`src/rtl/order_gen_pkg.sv`:
```
// order_gen shared types and message layout.
// Frame: header, price BE, qty BE, xor.
package order_gen_pkg;

  typedef enum logic [1:0] {
    IDLE = 2'd0,
    SEND = 2'd1,
    COOL = 2'd2
  } state_e;

  localparam logic [7:0] HDR_BYTE = 8'hA5;
  localparam int         MSG_LEN  = 10;

  // Byte idx of the order frame for a latched price/qty pair.
  function automatic logic [7:0] msg_byte(
    input logic [3:0]  idx,
    input logic [31:0] p,
    input logic [31:0] q
  );
    logic [7:0] ck;
    ck = p[31:24] ^ p[23:16] ^ p[15:8] ^ p[7:0]
       ^ q[31:24] ^ q[23:16] ^ q[15:8] ^ q[7:0];
    case (idx)
      4'd0:    msg_byte = HDR_BYTE;
      4'd1:    msg_byte = p[31:24];
      4'd2:    msg_byte = p[23:16];
      4'd3:    msg_byte = p[15:8];
      4'd4:    msg_byte = p[7:0];
      4'd5:    msg_byte = q[31:24];
      4'd6:    msg_byte = q[23:16];
      4'd7:    msg_byte = q[15:8];
      4'd8:    msg_byte = q[7:0];
      4'd9:    msg_byte = ck;
      default: msg_byte = 8'h00;
    endcase
  endfunction

endpackage

```
`src/rtl/order_gen_sat_cnt16.sv`:
```
// sat_cnt16: 16-bit event counter.
// Sticks at all-ones instead of wrapping.
module sat_cnt16 (
  input  logic        clk,
  input  logic        rst_n,
  input  logic        en_i,
  output logic [15:0] cnt_o
);

  logic [15:0] cnt_q, cnt_d;

  // Increment on enable unless already saturated.
  always_comb begin
    cnt_d = cnt_q;
    if (en_i && (cnt_q != 16'hFFFF)) begin
      cnt_d = cnt_q + 16'd1;
    end
  end

  // Count register.
  always_ff @(posedge clk or negedge rst_n) begin
    if (!rst_n) begin
      cnt_q <= 16'h0000;
    end else begin
      cnt_q <= cnt_d;
    end
  end

  assign cnt_o = cnt_q;

endmodule

```
`src/rtl/order_gen.sv`:
```
// order_gen: turns qualifying price/qty ticks
// into 10-byte order frames with cooldown.
module order_gen
  import order_gen_pkg::*;
#(
  parameter logic [31:0] PRICE_LIMIT = 32'd1000,
  parameter logic [31:0] MAX_QTY     = 32'd500,
  parameter int          COOLDOWN    = 16
) (
  input  logic        clk,
  input  logic        rst_n,
  input  logic        packet_detected,
  input  logic [31:0] price,
  input  logic [31:0] quantity,
  input  logic        tx_ready,
  output logic [7:0]  tx_data,
  output logic        tx_valid,
  output logic [15:0] order_count,
  output logic [15:0] drop_count
);

  state_e      state_q, state_d;
  logic [31:0] price_q, price_d;
  logic [31:0] qty_q, qty_d;
  logic [3:0]  idx_q, idx_d;
  logic [15:0] cool_q, cool_d;
  logic        qualify;
  logic        sent;
  logic        drop;
  logic [31:0] qty_clip;

  assign qualify = packet_detected
                && (price <= PRICE_LIMIT)
                && (quantity != 32'd0);

  assign qty_clip = (quantity > MAX_QTY) ? MAX_QTY : quantity;

  // Next-state: accept in IDLE, stream in SEND, wait in COOL.
  always_comb begin
    state_d = state_q;
    price_d = price_q;
    qty_d   = qty_q;
    idx_d   = idx_q;
    cool_d  = cool_q;
    sent    = 1'b0;
    drop    = 1'b0;
    unique case (state_q)
      IDLE: begin
        if (qualify) begin
          price_d = price;
          qty_d   = qty_clip;
          idx_d   = 4'd0;
          state_d = SEND;
        end
      end
      SEND: begin
        drop = qualify;
        if (tx_ready) begin
          if (idx_q == 4'(MSG_LEN - 1)) begin
            sent  = 1'b1;
            idx_d = 4'd0;
            if (COOLDOWN == 0) begin
              state_d = IDLE;
            end else begin
              state_d = COOL;
              cool_d  = 16'(COOLDOWN - 1);
            end
          end else begin
            idx_d = idx_q + 4'd1;
          end
        end
      end
      COOL: begin
        drop = qualify;
        if (cool_q == 16'd0) begin
          state_d = IDLE;
        end else begin
          cool_d = cool_q - 16'd1;
        end
      end
      default: state_d = IDLE;
    endcase
  end

  // State and latched order registers.
  always_ff @(posedge clk or negedge rst_n) begin
    if (!rst_n) begin
      state_q <= IDLE;
      price_q <= 32'd0;
      qty_q   <= 32'd0;
      idx_q   <= 4'd0;
      cool_q  <= 16'd0;
    end else begin
      state_q <= state_d;
      price_q <= price_d;
      qty_q   <= qty_d;
      idx_q   <= idx_d;
      cool_q  <= cool_d;
    end
  end

  assign tx_valid = (state_q == SEND);
  assign tx_data  = tx_valid
                  ? msg_byte(idx_q, price_q, qty_q)
                  : 8'h00;

  sat_cnt16 u_order_cnt (
    .clk   (clk),
    .rst_n (rst_n),
    .en_i  (sent),
    .cnt_o (order_count)
  );

  sat_cnt16 u_drop_cnt (
    .clk   (clk),
    .rst_n (rst_n),
    .en_i  (drop),
    .cnt_o (drop_count)
  );

endmodule

```
`config.mk`:
```
export PLATFORM = sky130hd
export DESIGN_NAME = order_gen
export DESIGN_NICKNAME = d
export VERILOG_FILES = /design/src/rtl/order_gen_pkg.sv /design/src/rtl/order_gen_sat_cnt16.sv /design/src/rtl/order_gen.sv
export SDC_FILE = /design/constraint.sdc
export NUM_CORES = 1
export LEC_CHECK = 0
export CAP_MARGIN = 20
export CELL_PAD_IN_SITES_DETAIL_PLACEMENT = 0
export CELL_PAD_IN_SITES_GLOBAL_PLACEMENT = 1
export CORE_MARGIN = 4
export CORE_UTILIZATION = 42
export CTS_CLUSTER_SIZE = 14
export DETAILED_ROUTE_END_ITERATION = 6
export GPL_TIMING_DRIVEN = 0
export HOLD_SLACK_MARGIN = 0.15
export PLACE_DENSITY = 0.8
export SKIP_LAST_GASP = 1
export SLEW_MARGIN = 20
export SYNTH_ARGS = -nofsm -noshare
export SYNTH_HDL_FRONTEND = slang
export SYNTH_SLANG_ARGS = --single-unit
```
`constraint.sdc`:
```
create_clock -name clk -period 2.7 [get_ports clk]
set_input_delay 0.405 -clock clk [delete_from_list [all_inputs] [get_ports clk]]
set_output_delay 0.405 -clock clk [all_outputs]
set_load 0.005 [all_outputs]
```
# [Word level (Yosys, flattened, before mapping)]
# Cells that the tools add are included.
[word_totals] ff_bits=118 inputBits=68 output_inout_bits=41 word_cells=73
[classes] n_addsub=4 magnitude_cmp=2 eq_ne=18 n_mux=20 bitwise_logic=7 reduce_logical=15
[op_table] operator="one-hot mux 8 bit (10 select lines)" count=1
[op_table] operator="XOR 8 bit" count=7
[op_table] operator="2-to-1 mux 16 bit" count=3
[op_table] operator="adder 16 x 1 -> 16 bit (second input constant)" count=2
[op_table] operator="> comparator 32 x 9 -> 1 bit (second input constant)" count=1
[op_table] operator="less-or-equal comparator 32 x 10 -> 1 bit (second input constant)" count=1
[op_table] operator="2-to-1 mux 32 bit" count=1
[op_table] operator="inequality test 16 bit (second input constant)" count=2
[op_table] operator="one-hot mux 16 bit (2 select lines)" count=1
[op_table] operator="nonzero test 32 bit" count=1
[op_table] operator="== test 4 x 3 -> 1 bit (second input constant)" count=4
[op_table] operator="zero test 16 bit" count=1
[op_table] operator="subtractor 16 x 1 -> 16 bit (second input constant)" count=1
[op_table] operator="2-to-1 mux 4 bit" count=3
[op_table] operator="== test 4 x 2 -> 1 bit (second input constant)" count=2
[op_table] operator="== test 4 bit (second input constant)" count=2
[op_table] operator="2-to-1 mux 2 bit" count=4
[op_table] operator="2-to-1 mux 8 bit" count=1
[op_table] operator="inequality test 2 bit (second input constant)" count=4
[op_table] operator="one-hot mux 4 bit (2 select lines)" count=1
[op_table] operator="AND reduction 4 bit" count=2
[op_table] operator="one-hot mux 2 bit (3 select lines)" count=1
[op_table] operator="adder 4 x 1 -> 4 bit (second input constant)" count=1
[op_table] operator="== test 4 x 1 -> 1 bit (second input constant)" count=1
[op_table] operator="11 further kinds" count=18

# [Longest topological paths before layout]
[logic_depth] word_depth=9 mapped_depth=9

# [Hierarchy]
# From an unflattened synthesis, not the netlist that was laid out.
[hier_totals] hier_cells=618 area_unflattened_um2=6551.3
[by_module_without_submodules] mod="order_gen" n_inst=1 cells_per_inst=474 area_each_um2=4832.1
[by_module_without_submodules] mod="sat_cnt16" n_inst=2 cells_per_inst=72 area_each_um2=859.6

# [Worst setup path after synthesis]
# No wires, ideal clock.
[synth_timing] path_kind="input port to flip-flop" start="in quantity[15]" end="reg price_q[2]" setup_time_ns=0.125 arrival_ns=1.859 required_ns=2.575 path_slack_ns=0.717 path_stages=6 path_buffers=1 cell_sequence="nor4_1 -> nand4_1 -> or3_1 -> nand3_2 -> buf_4 -> mux2_2"
[synth_via] elab_chain_cells=3
[synth_rtl] element="start, declared" line="order_gen.sv:14" source="input logic [31:0] quantity,"
[synth_rtl] element="nonzero test 32 bit" line="order_gen.sv:34" source="&& (quantity != 32'd0);"
[synth_rtl] element="logical AND 1 bit" line="order_gen.sv:34"
[synth_rtl] element="AND reduction 2 bit (no line)"
[synth_rtl] element="end signal, assigned" line="order_gen.sv:95" source="price_q <= price_d;"
[synth_rtl] element="end, declared" line="order_gen.sv:23" source="logic [31:0] price_q, price_d;"
# No other way between the ends.
# A chain may end at the register's enable or synchronous reset.

# [Final worst setup path]
[layout_timing] start="reg idx_q[2]" end="out tx_data[7]"
[layout_via] elab_chain_cells=3 word_cells_on_any_way=12 classes_between="9 x eq/ne; 2 x mux; 1 x reduce/logical"
[layout_rtl] element="start, declared" line="order_gen.sv:25" source="logic [3:0] idx_q, idx_d;"
[layout_rtl] element="start signal, assigned" line="order_gen.sv:97" source="idx_q <= idx_d;"
[layout_rtl] element="== test 4 bit (tied with other cells)" line="order_gen_pkg.sv:23" source="case (idx)"
[layout_rtl] element="one-hot mux 8 bit (10 select lines) *" line="order_gen_pkg.sv:23"
[layout_rtl] element="2-to-1 mux 8 bit *" line="order_gen.sv:104" source="? msg_byte(idx_q, price_q, qty_q)"
[layout_rtl] element="end, declared" line="order_gen.sv:16" source="output logic [7:0] tx_data,"
# Every way passes the cells marked *; elsewhere a longest branch is shown, timed or not.

==> results.md <==
* Slew Viols, Final at 0
* TritonCTS Buffers at 17
* Clock sink count at 118
* Skew-Pair Late Insertion Delay at 0.42 ns
* Share of layout cells above drive strength 1 at 0.1541
* Fin nets at 833
* Overflow after GRT at 0
* RSZ-0062 raised after global routing: yes
* DRC at 0
* Ant. Diodes at 0
* IO Count at 109
* Async SR Flop Fraction at 1.000
* Worst Path Required at 2.30 ns
* TritonRoute pass-1 iters at 4
* Status: completed
* Area leader, netlist: dfrtp_1
* Max VDD drop at 430.9 uV
* Final ANT Viol Nets at 0
* Worst path cell trace: buf_6 > buf_12 > buf_8 > mux2i_1 > nor3b_2 > a21oi_1 > o22a_1 > a21oi_2 > dlygate4sd2_1
* Post-Route Setup TNS at 0 ns
* Slew Limit Headroom at 0.6016
* Skew final at 0.005550 ns
* Post-synthesis sequential area ratio at 0.4567
* Max Cap Viol at 0
* Slew @ Worst Pin at 0.5975 ns
* CP Capture Type: output port
* Die height at 132.1 um
* Yosys synthesis warning count at 0
* First-pass GRT wire length at 27780 um
* Top_reg_cell synth: dfrtp_1
* Commonest cells in the netlist: dfrtp_1 (118), xnor2_1 (75), and2_1 (45), nor2_1 (40), a21oi_1 (38)
* Die Width at 132.1 um
* TritonCTS clock tree: done
* Yosys cell types at 68
* Critical path's slowest cell: dfrtp_1
* WL met3 at 1104 um
* LEAKAGE at 3.727 nW
* IO buf count at 108
* Yosys reg bits at 118
* Synth Cell Area at 6466 um2
* CP startpoint kind: flop
* Final Setup Violations at 0
* Vias in the first global route at 5444
* Drt total wl at 16750 um
* Worst-path clk slew at 0.05 ns
* Top sig layer: met4
* Mapped Cells at 625
* Area share of the largest cell type after synthesis at 0.4567
* Global-route usage over all layers at 0.1967
* EDFF count, synth at 0
* Wire length per cell at 17.45 um
* Final HPWL DP at 11990 um
* Hold WC Path Type: in -> async
* Largest net degree at the start of global routing at 79
* Crit Path Category: reg -> out
* CTS Root Cell: clkbuf_16
* WP data arrival at 2.22 ns
* Synthesized net count at 699
* Max Fclk at 0.3811 GHz
* Crit path largest cell delay at 0.37 ns
* H-tree depth at 4
* Longest Clk Path Bufs at 2
* Average size of a mapped cell at 10.35 um2
* Drt first-iter violations at 361
* Tcrit/Tclk final at 0.9718
* Core area at 15150 um2
* Pwr dens at 499.4 nW/um2
* Utilization after layout at 0.5682
* Worst Path Max Fanout at 10
* Via Count at 5245
* Site Rows at 45
* Synth-to-layout area growth at 33.09%
* Met1 wire length at 7267 um
* Final Hold Fails at 0
* Via-to-Cell Ratio at 5.464
* Die Area at 17450 um2
* WL met2 at 7984 um
* Synth area leaders: dfrtp_1 (46%), xnor2_1 (10%), and2_1 (4.4%)
* Initial core utilization at 0.4269
* Gp weighted congestion at 0.8841
* Most numerous cell in the Yosys netlist: dfrtp_1
* Initial antenna violation count at 0
* Minimum clock period at 2.624 ns
worst max-delay path, delay by kind of cell (launching register included):
family                 cells  cell delay (ns)
multiplexers               1             0.14
AND/OR/NAND/NOR            1             0.19
AO/OA/AOI/OAI              3             0.44
buffers and inverters      4             0.66
flip-flops                 1             0.37
layout by cell type (no fill, tap or decap), types with 4 or more instances in the layout:
cell type,Yosys,final
a31oi_1,7,7
dfrtp_1,118,116
a22oi_1,6,6
nand2b_1,4,4
clkinvlp_4,0,6
xor2_1,21,21
nor4_1,10,10
nor2_1,40,39
buf_4,1,11
o21ai_1,4,5
a21oi_2,0,4
clkbuf_2,0,4
a21oi_1,38,34
mux2i_1,9,9
and2_1,45,45
xnor2_1,75,75
nand3_1,19,19
and3_1,9,9
ha_1,6,5
nand4_1,17,17
o22ai_1,4,4
clkbuf_16,0,17
and4_1,4,4
nor3_1,15,14
clkbuf_1,15,9
inv_1,16,16
nand2_1,32,32
clkdlybuf4s50_1,0,99
bufinv_16,0,4
buf_6,3,5
nand3b_1,6,6
buf_2,8,5
o21ai_0,13,11
mux2_2,19,19
timing repair:
action | 4_1_cts | 5_1_grt
hold buffers | 1 | 0
gates resized for setup | 42 | 16
setup endpoints to repair | 8 | 8
setup buffers | 5 | 2
hold endpoints to repair | 40 | 0
pin swaps | 5 | 5
final cells by class:
type | count | area [um2]
clock inverter | 13 | 180.2
tap | 188 | 235.2
buffer | 27 | 192.7
multi-input combinational | 462 | 3378
inverter | 16 | 60.06
timing repair buffer | 117 | 1161
fill | 1315 | 6540
clock buffer | 19 | 442.9
sequential | 118 | 2955
final timing paths:
path | to | slack [ns] | startpoint | cells past startpoint
worst max-delay path | tx_data[7] | 0.08 | idx_q[2]$_DFFE_PN0P_ | 9
worst min-delay path | price_q[30]$_DFFE_PN0P_ | 0.48 | rst_n | 2
worst max register to register | u_order_cnt.cnt_o[13]$_DFFE_PN0P_ | 0.44 | idx_q[1]$_DFFE_PN0P_ | 8
worst min register to register | u_order_cnt.cnt_o[10]$_DFFE_PN0P_ | 0.49 | u_order_cnt.cnt_o[10]$_DFFE_PN0P_ | 1
max in group asynchronous | idx_q[3]$_DFFE_PN0P_ | 1.50 | rst_n | 3
min in group clk | u_order_cnt.cnt_o[10]$_DFFE_PN0P_ | 0.49 | u_order_cnt.cnt_o[10]$_DFFE_PN0P_ | 1
state kept, by name, indices dropped and copies added, names as in the netlist:
signal             cells
price_q               32
cool_q                16
idx_q                  4
u_order_cnt.cnt_o     16
u_drop_cnt.cnt_o      16
qty_q                 32
state_q                2
power breakdown:
part | leakage [nW] | switching [mW] | internal (mW)
clock network | 0.287 | 0.810 | 1.56
registers | 1.58 | 0.0000190 | 1.77
logic | 1.86 | 0.0627 | 0.0954
cells by family (layout without fill, tap and decap cells):
kind of cell	after synthesis	in the layout	share of synthesized area
buffers and inverters	45	192	0.03173
xor gates and xnor gates	97	97	0.1325
AOI/OAI and AO/OA	93	93	0.09520
muxes	31	31	0.05573
and+or+nand+nor	235	235	0.2165
DFF	118	118	0.4567
adders and majority gates	6	6	0.01161
metrics by stage:
stage | cell area, um2 | hold slack [ns] | setup WS, ns | instances | power (mW)
2_1_floorplan | 6466 | 0.1094 | 0.7165 | 625 | 1.810
3_3_place_gp | 7782 | 0.4767 | -3.359 | 921 | 1.954
3_5_place_dp | 7811 | 0.3449 | -0.2916 | 922 | 1.961
4_1_cts | 8557 | 0.4905 | -0.1087 | 958 | 4.341
5_1_grt | 8606 | 0.5216 | -0.01596 | 960 | 4.441
6_report | 8606 | 0.4760 | 0.07601 | 960 | 4.298
routing by layer:
metal  GRT usage  up-vias
met3     0.04313       24
met2      0.3218      186
met4     0.07585        0
li1            -     2468
met5           0        -
met1      0.2559     2567
(Power assumes the default switching activity.)
